**src/rtl/qreg_uart_tx.sv**
```systemverilog
// qreg_uart_tx: captures bytes written to the nic8 Q register into a small FIFO
// and serialises them on tx as 8N1 (or 8E1 when QREG_UART_PARITY_EN is defined).
// The CPU never stalls: a push into a full FIFO is dropped and sets a sticky flag.
module qreg_uart_tx #(
  parameter int CLKS_PER_BIT = 4,
  parameter int DEPTH        = 4
) (
  input  logic       clk,
  input  logic       reset,
  input  logic       load,
  input  logic [7:0] data,
  output logic       tx,
  output logic       empty,
  output logic       full,
  output logic       busy,
  output logic       overflow
);

  localparam int PW = $clog2(DEPTH);
  localparam int CW = PW + 1;
  localparam int TW = (CLKS_PER_BIT > 1) ? $clog2(CLKS_PER_BIT) : 1;

  localparam logic [CW-1:0] LP_DEPTH = CW'(DEPTH);
  localparam logic [CW-1:0] LP_CONE  = CW'(1);
  localparam logic [PW-1:0] LP_PONE  = PW'(1);
  localparam logic [TW-1:0] LP_TLAST = TW'(CLKS_PER_BIT - 1);
  localparam logic [TW-1:0] LP_TONE  = TW'(1);

  localparam logic [2:0] ST_IDLE   = 3'd0;
  localparam logic [2:0] ST_START  = 3'd1;
  localparam logic [2:0] ST_DATA   = 3'd2;
`ifdef QREG_UART_PARITY_EN
  localparam logic [2:0] ST_PARITY = 3'd3;
`endif
  localparam logic [2:0] ST_STOP   = 3'd4;

  logic [7:0]    r_mem [DEPTH];
  logic [PW-1:0] r_wptr;
  logic [PW-1:0] r_rptr;
  logic [CW-1:0] r_count;
  logic          r_ovf;

  logic [2:0]    r_state;
  logic [TW-1:0] r_timer;
  logic [2:0]    r_idx;
  logic [7:0]    r_shift;
  logic          r_tx;

  logic          w_push;
  logic          w_pop;
  logic          w_bit_end;
  logic [7:0]    w_head;
  logic [2:0]    w_next_idx;

  assign w_bit_end  = (r_timer == LP_TLAST);
  assign w_head     = r_mem[r_rptr];
  assign w_next_idx = r_idx + 3'd1;
  // Space is judged on the count before the edge, so a same-edge pop never frees room.
  assign w_push     = load && (r_count < LP_DEPTH);
  assign w_pop      = (r_count != '0) &&
                      ((r_state == ST_IDLE) || ((r_state == ST_STOP) && w_bit_end));

  assign tx       = r_tx;
  assign empty    = (r_count == '0);
  assign full     = (r_count == LP_DEPTH);
  assign busy     = (r_state != ST_IDLE);
  assign overflow = r_ovf;

  // FIFO storage: written on every accepted push; contents need no reset.
  always_ff @(posedge clk) begin
    if (w_push) begin
      r_mem[r_wptr] <= data;
    end
  end

  // FIFO pointers, occupancy count and sticky overflow flag.
  always_ff @(posedge clk) begin
    if (reset) begin
      r_wptr  <= '0;
      r_rptr  <= '0;
      r_count <= '0;
      r_ovf   <= 1'b0;
    end else begin
      if (w_push) begin
        r_wptr <= r_wptr + LP_PONE;
      end
      if (w_pop) begin
        r_rptr <= r_rptr + LP_PONE;
      end
      case ({w_push, w_pop})
        2'b10:   r_count <= r_count + LP_CONE;
        2'b01:   r_count <= r_count - LP_CONE;
        default: r_count <= r_count;
      endcase
      if (load && !w_push) begin
        r_ovf <= 1'b1;
      end
    end
  end

  // Transmitter FSM; tx is loaded with the value of the state being entered.
  always_ff @(posedge clk) begin
    if (reset) begin
      r_state <= ST_IDLE;
      r_timer <= '0;
      r_idx   <= '0;
      r_shift <= '0;
      r_tx    <= 1'b1;
    end else begin
      case (r_state)
        ST_IDLE: begin
          r_tx    <= 1'b1;
          r_timer <= '0;
          if (w_pop) begin
            r_shift <= w_head;
            r_state <= ST_START;
            r_tx    <= 1'b0;
          end
        end
        ST_START: begin
          if (w_bit_end) begin
            r_timer <= '0;
            r_idx   <= '0;
            r_state <= ST_DATA;
            r_tx    <= r_shift[0];
          end else begin
            r_timer <= r_timer + LP_TONE;
          end
        end
        ST_DATA: begin
          if (w_bit_end) begin
            r_timer <= '0;
            if (r_idx == 3'd7) begin
`ifdef QREG_UART_PARITY_EN
              r_state <= ST_PARITY;
              r_tx    <= ^r_shift;
`else
              r_state <= ST_STOP;
              r_tx    <= 1'b1;
`endif
            end else begin
              r_idx <= w_next_idx;
              r_tx  <= r_shift[w_next_idx];
            end
          end else begin
            r_timer <= r_timer + LP_TONE;
          end
        end
`ifdef QREG_UART_PARITY_EN
        ST_PARITY: begin
          if (w_bit_end) begin
            r_timer <= '0;
            r_state <= ST_STOP;
            r_tx    <= 1'b1;
          end else begin
            r_timer <= r_timer + LP_TONE;
          end
        end
`endif
        ST_STOP: begin
          if (w_bit_end) begin
            r_timer <= '0;
            // Chain straight into the next start bit when more data is queued.
            if (w_pop) begin
              r_shift <= w_head;
              r_state <= ST_START;
              r_tx    <= 1'b0;
            end else begin
              r_state <= ST_IDLE;
              r_tx    <= 1'b1;
            end
          end else begin
            r_timer <= r_timer + LP_TONE;
          end
        end
        default: begin
          r_state <= ST_IDLE;
          r_timer <= '0;
          r_tx    <= 1'b1;
        end
      endcase
    end
  end

endmodule

```
**config.mk**
```make
export PLATFORM = sky130hd
export DESIGN_NAME = qreg_uart_tx
export DESIGN_NICKNAME = d
export VERILOG_FILES = /design/src/rtl/qreg_uart_tx.sv
export SDC_FILE = /design/constraint.sdc
export NUM_CORES = 1
export LEC_CHECK = 0
export ABC_AREA = 1
export ABC_CLOCK_PERIOD_IN_PS = 5100
export BUFFER_PORTS_ARGS = -buffer_cell sky130_fd_sc_hd__buf_2
export CORE_MARGIN = 5
export CORE_UTILIZATION = 63
export CTS_BUF_LIST = sky130_fd_sc_hd__clkbuf_8
export DETAILED_ROUTE_END_ITERATION = 8
export PLACE_DENSITY = 0.8
export SYNTH_ARGS = -nofsm -noshare
export SYNTH_HDL_FRONTEND = slang
export SYNTH_SLANG_ARGS = --single-unit
```
**constraint.sdc**
```tcl
create_clock -name clk -period 5.1 [get_ports clk]
set_input_delay 1.275 -clock clk [delete_from_list [all_inputs] [get_ports clk]]
set_output_delay 1.275 -clock clk [all_outputs]
set_load 0.05 [all_outputs]
```
==> results.cfg, run 1 <==
[outcome]
status = completed

[sta]
fin_crit_ns = 2.518
max_slew_margin_pct = 44.98
slew_violations = 0
fin_setup_tns_ns = 0
hold_viol_final = 0
rsz0062_at_grt = no
clock_skew_ns = 0.01021
final.period_utilization_pct = 49.38
tightest_slew_ns = 0.8222
fmax_mhz = 397.1
setup_viol = 0

[setup_path]
cp-start-kind = primary input
worstSetupPathType = in2reg
crit_fanout = 9
crit_buf_inv = 2
cp_cell_sequence = buf_2, nand2_1, ha_1, inv_1, fa_1, a21oi_1, o21ai_0, o21ai_0, a21oi_1
worst_ep_arrival_time_ns = 2.73
crit_family = adder cells
cp_slowest_cell = fa_1
critPathMaxStageDelay_ns = 0.39
worst_setup_path_end_kind = register
cp.required_ns = 5.32

[floorplanning]
die_area_um2 = 5367
fp-row-count = 23
fp.dieH_um = 73.26
initial_core_util_pct = 63.95
num_io_pins = 16
fp.dieW_um = 73.26
core_um2 = 3943

[global_routing]
use_met3_pct = 7.524
antenna_found_initial = 0
busiest_layer = met2
gr-total-overflow = 0
grt_pass1_vias = 1631
grt_util_met2_pct = 31.78
grt_max_degree = 23
grt_pass1_wl_um = 7445
grtUsageMet1_pct = 21.89
grt_use_total_pct = 19.00

[final_layout]
final-instance-count-excl-fill = 333
antennaDiodeCount = 0
fin_util_pct = 71.50
nFillCells = 296
fin_area_um2 = 2819
finalNetCount = 298
layout-drive-gt1-share_pct = 16.25
area_growth_pct = 11.81

[job]
drv_cap = 0

[synthesis]
async_flop_share_pct = 0
yosys.area.top_type = edfxtp_1
synth_flop_cell = edfxtp_1
synth.avg_cell_area_um2 = 9.697
yosysMostFrequentCell = nor2_1
synth_fp_nets = 280
synthTopCellsByCount = nor2_1, edfxtp_1, dfxtp_1, inv_1, nand2_1
synthCells = 260
netlist.area_leader.share_pct = 38.11
synthTopCellsByArea = edfxtp_1, dfxtp_1, nor2_1, o21ai_0, ha_1
ys_ff_latch = 59
synth_edf_count = 32
yosysSeqAreaShare_pct = 59.55
synthDistinctLibCells = 30
syn_area_um2 = 2521
ys_warn_count = 0

[route]
vias = 1761
drt_pre_antenna_iters = 4
viasPerCell = 5.288
drtIter0Drc = 110
drc_errors = 0
totalWireLength_um = 4389
final_antenna_net_count = 0
wl_per_cell_um = 13.18

[clock_tree]
post_cts_buffers = 0
insertion_delay_ns = 0.33
cts_tree = done
clock_sinks = 59
clock_path_buffers = 2
htree_num_levels = 3
numCtsBuffers = 9
clk_pin_slew_ns = 0.07
cts_resized = 0
cts_root_buf = clkbuf_8
hold_buffers = 0

[placed_design]
dp_cells = 317
dpl.hpwl_um = 2884
placed_area_um2 = 2613
port-buffer-count = 15
globalplace.congestion = 0.7974

[min_path]
hold_path_class = reg2reg

[power_and_ir_drop]
p_per_area_nw_per_um2 = 589.3
vdd_drop_max_mv = 0.2723
p_leak_uw = 0.001132
-- routing by layer --
layer	vias up	share of wire (%)
li1	911	-
met1	814	45
met2	30	49
met3	6	4.5
met4	0	1.3
met5	-	0
-- final timing paths --
| kind | start | endpoint | slack (ns) | cells past startpoint |
|---|---|---|---|---|
| worst min register to register | r_timer[0]$_SDFF_PP0_ | r_timer[0]$_SDFF_PP0_ | 0.42 | 1 |
| worst max-delay path | load | r_count[2]$_SDFFE_PP0P_ | 2.58 | 9 |
| worst max register to register | r_timer[0]$_SDFF_PP0_ | r_count[2]$_SDFFE_PP0P_ | 2.71 | 10 |
| worst min-delay path | r_timer[0]$_SDFF_PP0_ | r_timer[0]$_SDFF_PP0_ | 0.42 | 1 |
-- worst reg2reg max path, cell delays in order, from the launching register on --
cell and delay (ns):
dfxtp_1 0.33, ha_1 0.22, o21ai_2 0.10, nor2_4 0.44, ha_1 0.24, inv_1 0.07
fa_1 0.39, a21oi_1 0.14, o21ai_0 0.11, o21ai_0 0.17, a21oi_1 0.06
-- cells by family (layout without fill, tap and decap cells) --
| family | Yosys count | count (layout) | synth area share (%) |
|---|---|---|---|
| adder cells (fa/ha/maj) | 9 | 9 | 4.764 |
| AND/OR/NAND/NOR | 99 | 99 | 17.07 |
| AO/OA/AOI/OAI | 56 | 56 | 12.46 |
| flip-flops | 59 | 59 | 59.55 |
| buffers and inverters | 37 | 60 | 6.154 |
-- cell usage in the layout, fill, tap and decap left out, types with 7 or more instances in the layout --
cell type | netlist | final
nor2_1 | 54 | 54
edfxtp_1 | 32 | 32
dfxtp_1 | 27 | 27
inv_1 | 22 | 25
nand2_1 | 22 | 22
o21ai_0 | 21 | 21
buf_2 | 4 | 15
o21ai_1 | 13 | 13
clkbuf_8 | 0 | 12
nand3_1 | 11 | 11
a21oi_1 | 9 | 9
a31oi_1 | 8 | 8
ha_1 | 8 | 8
inv_2 | 7 | 7
-- metrics by stage --
step                power (µW)  hold slack, ns  worst slack, ns
finish                    1661          0.4193            2.582
global route              1787          0.4446            2.438
CTS                       1675          0.4273            2.605
detailed placement        1245          0.4182            2.263
global placement          1221          0.4073            2.340
floorplan                 1142          0.3992            2.407
-- area by class of cell --
cell class | count | area [µm²] | share of cell area, %
tap | 50 | 62.56 | 2.219
clock inverter | 4 | 41.29 | 1.465
inverter | 29 | 108.9 | 3.862
sequential | 59 | 1501 | 53.26
clock buffer | 12 | 165.2 | 5.859
timing repair buffer | 15 | 75.07 | 2.663
multi-input combinational | 164 | 864.6 | 30.67
-- report_power, final --
| group | switching (µW) | total [µW] | internal, µW |
|---|---|---|---|
| clock network | 169 | 429 | 260 |
| logic | 378 | 553 | 174 |
| registers | 75.8 | 680 | 604 |
| total | 623 | 1660 | 1040 |
-- state kept, by name, summed over array words and instances, names as in the netlist, named ones only --
| signal | cells |
|---|---|
| r_count | 3 |
| r_timer | 2 |
| r_rptr | 2 |
| r_idx | 3 |
| tx | 1 |
| r_wptr | 2 |
| r_shift | 8 |
| r_state | 3 |
| overflow | 1 |
| r_mem | 32 |
No activity file was read; power rests on OpenSTA's default activity.
==> run 2, diff against run 1 <==
Settings changed: ABC_CLOCK_PERIOD_IN_PS 5100 to 2500, CORE_UTILIZATION 63 to 62, PLACE_DENSITY 0.8 to 0.79.
Clock period 5.1 ns to 2.5 ns, I/O delays scaled along.
==> run 2 against run 1 <==
  * Clock-buffer cell count decreased by 3
  * Via count increased by 0.17%
  * Register-to-register slack got worse by 2.2 ns
  * Largest power group unchanged
  * Worst hold slack improved by 0.0041 ns
  * Power increased by 110%
  * Sequential share of layout area decreased by 0.77 points
  * Routed wire length increased by 4.4%
==> results.cfg, run 2 (synthesis results as in run 1) <==
[outcome]
status = completed

[clock_tree]
htree_num_levels = 3
insertion_delay_ns = 0.33
clock_path_buffers = 2
clk_pin_slew_ns = 0.06
clock_sinks = 59
post_cts_buffers = 0
numCtsBuffers = 9
cts_resized = 0
cts_tree = done
hold_buffers = 0
cts_root_buf = clkbuf_8

[sta]
fmax_mhz = 509.9
fin_setup_tns_ns = 0
tightest_slew_ns = 0.6571
rsz0062_at_grt = no
clock_skew_ns = 0.009198
fin_crit_ns = 1.961
hold_viol_final = 0
final.period_utilization_pct = 78.45
slew_violations = 0
max_slew_margin_pct = 56.13
setup_viol = 0

[floorplanning]
core_um2 = 3971
fp.dieW_um = 73.77
fp-row-count = 23
fp.dieH_um = 73.77
die_area_um2 = 5442
initial_core_util_pct = 63.48
num_io_pins = 16

[placed_design]
placed_area_um2 = 2658
dpl.hpwl_um = 2926
port-buffer-count = 15
globalplace.congestion = 0.8027

[route]
drtIter0Drc = 85
route.met2.wl_um = 2225
top_layer = met4
wl_per_cell_um = 13.51
drc_errors = 0
final_antenna_net_count = 0
wl_met3_um = 197
drt-met1-wl_um = 2072
viasPerCell = 5.204
totalWireLength_um = 4580
vias = 1764
drt_pre_antenna_iters = 4

[min_path]
hold_path_class = reg2reg

[final_layout]
finalNetCount = 304
regArea_um2 = 1501
antennaDiodeCount = 0
top_register = r_mem
multi_input_area_um2 = 864.6
layout-drive-gt1-share_pct = 17.30
largest_reg_flops = 32
reg.largest.list = r_mem: 32 flops, r_shift: 8 flops
fin_area_um2 = 2860
final_common_cell = nor2_1
nFillCells = 277
area_growth_pct = 13.45
final_cell_mix = nor2_1, edfxtp_1, dfxtp_1

[setup_path]
worst_setup_path_end_kind = register
cp.required_ns = 2.71
crit_fanout = 3
rrSetupSlack_ns = 0.54
cp-start-kind = register
worstSetupPathType = reg2reg
worst_ep_arrival_time_ns = 2.17

[power_and_ir_drop]
p_leak_uw = 0.001159
vdd_drop_max_mv = 0.6911
p_per_area_nw_per_um2 = 1207

[job]
drv_cap = 0

[global_routing]
grt_use_total_pct = 19.23
grt_pass1_wl_um = 7541
gr-total-overflow = 0
grt_pass1_vias = 1641
grt_max_degree = 21
antenna_found_initial = 0
run 2: cell type report:
cell class                 instances  area share (%)
clock buffer                       9           4.331
clock inverter                     7           2.756
inverter                          29           3.806
multi-input combinational        164           30.23
sequential                        59           52.49
tap                               50           2.187
timing repair buffer              21           4.199
run 2: final timing paths:
path	from	end	cells after the start
min	r_timer[0]$_SDFF_PP0_	r_timer[0]$_SDFF_PP0_	1
min reg2reg	r_timer[0]$_SDFF_PP0_	r_timer[0]$_SDFF_PP0_	1
max	r_timer[0]$_SDFF_PP0_	r_count[2]$_SDFFE_PP0P_	10
max reg2reg	r_timer[0]$_SDFF_PP0_	r_count[2]$_SDFFE_PP0P_	10
run 2: worst max-delay path, cell delays in order, from the launching register on:
cell	delay, ns
dfxtp_1	0.33
ha_1	0.21
o21ai_2	0.09
nor2_4	0.11
ha_1	0.15
inv_1	0.07
fa_1	0.38
a21oi_1	0.15
o21ai_0	0.12
o21ai_0	0.17
a21oi_1	0.06
run 2: report_power, final:
part / switching, µW / internal, µW / total [µW]
registers: 160 / 1230 / 1390
clock network: 354 / 544 / 897
logic: 783 / 382 / 1160
run 2: stage by stage:
| step | total power [µW] | hold WS (ns) | std cells | util (%) | worst slack [ns] |
|---|---|---|---|---|---|
| 2_1_floorplan | 2330 | 0.3992 | 260 | - | 0.4571 |
| 3_3_place_gp | 2525 | 0.4102 | 323 | 66.92 | 0.4005 |
| 3_5_place_dp | 2562 | 0.4207 | 323 | 66.92 | 0.2875 |
| 4_1_cts | 3467 | 0.4291 | 339 | 72.02 | 0.5396 |
| 5_1_grt | 3691 | 0.4534 | 339 | 72.02 | 0.3380 |
| 6_report | 3453 | 0.4234 | 339 | 72.02 | 0.5387 |
run 2: routing by layer:
metal | vias to the layer above | track usage, %
met5 | - | 0
met3 | 8 | 6.430
li1 | 925 | -
met2 | 39 | 30.81
met1 | 792 | 23.19
met4 | 0 | 9.256
==> run 3, diff against run 2 <==
Settings changed: ABC_CLOCK_PERIOD_IN_PS 2500 to 2000.
Clock period 2.5 ns to 2 ns, I/O delays scaled along.
==> run 3 against run 2 <==
  * Clock skew down 0.00064 ns
  * Register-to-register slack got worse by 0.42 ns
  * Non-clock buffer count increased by 3
  * Cell area grew 2.2%
  * Worst hold slack lost 0.044 ns
  * Combinational power up 32%
  * First-iteration DRC count increased by 21%
  * Worst setup slack lost 0.42 ns
  * Global-route usage is 0.33 points lower
==> results.cfg, run 3 (synthesis results as in run 1) <==
[final_layout]
area_growth_pct = 15.98
reg.largest.list = r_mem: 32 flops, r_shift: 8 flops
final_cell_mix = nor2_1, edfxtp_1, dfxtp_1
final_common_cell = nor2_1
regArea_um2 = 1501
fin_util_pct = 73.63
largest_reg_flops = 32
top_register = r_mem
antennaDiodeCount = 0
nFillCells = 298
finalNetCount = 307
layout-drive-gt1-share_pct = 19.52
multi_input_area_um2 = 877.1

[job]
drv_cap = 0

[sta]
clock_skew_ns = 0.008554
fin_crit_ns = 1.884
tightest_slew_ns = 0.3081
fmax_mhz = 530.8
final.period_utilization_pct = 94.20
max_slew_margin_pct = 79.43
slew_violations = 0
setup_viol = 0
rsz0062_at_grt = no
hold_viol_final = 0
fin_setup_tns_ns = 0

[floorplanning]
core_um2 = 3971
fp.dieW_um = 73.77
num_io_pins = 16
die_area_um2 = 5442
initial_core_util_pct = 63.48
fp.dieH_um = 73.77
fp-row-count = 23

[route]
final_antenna_net_count = 0
wl_per_cell_um = 13.33
drc_errors = 0
viasPerCell = 5.260
drtIter0Drc = 103
totalWireLength_um = 4559
drt_pre_antenna_iters = 4
vias = 1799

[setup_path]
worst_setup_path_end_kind = register
critPathMaxStageDelay_ns = 0.38
worstSetupPathType = reg2reg
rrSetupSlack_ns = 0.12
cp_cell_sequence = ha_4, o21ai_2, nor2_4, ha_1, inv_1, fa_1, a21oi_1, o21ai_0, o21ai_1, a21oi_1
critical_path.most_common_cell = a21oi_1
crit_fanout = 3
cp.required_ns = 2.20
worst_ep_arrival_time_ns = 2.09
cp_slowest_cell = dfxtp_1
cp-start-kind = register

[power_and_ir_drop]
p_per_area_nw_per_um2 = 1536
power.internal_uw = 2856
combPwrFrac_pct = 34.1
switchingPower_uw = 1635
seq_power_share_pct = 37.9
swShare_pct = 36.40
p_leak_uw = 0.001181
vdd_drop_max_mv = 1.043
clkPwrFrac_pct = 28.0

[placed_design]
globalplace.congestion = 0.8035
dpl.hpwl_um = 3059
port-buffer-count = 15

[global_routing]
grt_pass1_vias = 1634
grt_pass1_wl_um = 7458
grt_max_degree = 21
grt_use_total_pct = 18.89
antenna_found_initial = 0
gr-total-overflow = 0

[clock_tree]
clk_pin_slew_ns = 0.07
clock_path_buffers = 2
clock_sinks = 59
insertion_delay_ns = 0.33
cts_root_buf = clkbuf_8
hold_buffers = 0
numCtsBuffers = 9
cts_tree = done
htree_num_levels = 3

[min_path]
hold_path_class = in2reg

[outcome]
status = completed
-- run 3: cell count changes in the layout (fill, tap and decap cells not counted), sizes merged --
cell    previous run  this run
bufinv             2         3
buf               21        24
inv               32        30
clkinv             2         3
-- run 3: worst max-delay path, delay by kind of cell (launching register included) --
family,cells,cell delay [ns]
AO/OA/AOI/OAI,5,0.54
adder cells (fa/ha/maj),3,0.67
buffers and inverters,1,0.07
flip-flops,1,0.38
AND/OR/NAND/NOR,1,0.11
-- run 3: area by class of cell --
cell class | count | share of cell area, %
flip-flops and latches | 59 | 51.35
well taps | 50 | 2.139
multi-input cells | 164 | 30.00
inverters | 29 | 3.723
repair buffers | 24 | 4.878
clock inverters | 7 | 3.680
clock buffers | 9 | 4.236
-- run 3: path summary, 6_finish.rpt --
path	start	end	cells past startpoint
setup / recovery	r_timer[0]$_SDFF_PP0_	r_count[2]$_SDFFE_PP0P_	10
hold / removal	data[4]	r_mem[3][4]$_DFFE_PP_	1
setup reg to reg	r_timer[0]$_SDFF_PP0_	r_count[2]$_SDFFE_PP0P_	10
hold reg to reg	overflow$_SDFFE_PP0P_	overflow$_SDFFE_PP0P_	2
-- run 3: repair_timing --
| action | in CTS | in global routing |
|---|---|---|
| setup endpoints to repair | 0 | 1 |
| buffers inserted | 0 | 0 |
| gates resized for setup | 0 | 3 |
-- run 3: metal layers --
layer,vias to the layer above,GRT usage (%),wire [µm]
li1,931,-,-
met3,10,6.703,211
met1,819,23.31,2031
met5,-,0,0
met2,39,29.43,2245
met4,0,9.054,70
-- run 3: power groups by stage --
stage,Sequential [µW],Combinational (µW),Clock (µW)
after global routing,1720,1730,1350
final,1700,1530,1260
after detailed placement,1720,1520,0
after floorplan,1690,1230,0
after CTS,1690,1530,1280
after global placement,1700,1480,0
-- run 3: metrics by stage --
stage                     cell area [µm²]  setup WS, ns  total power (µW)  hold slack (ns)  instances
after floorplan                      2524      0.003440              2923           0.3992        260
after global placement               2680        0.1615              3184           0.4063        326
after detailed placement             2680       0.07044              3244           0.4364        326
after CTS                            2912       0.05212              4505           0.3670        342
after global routing                 2924       0.02689              4806           0.3603        342
final                                2924        0.1160              4491           0.3795        342
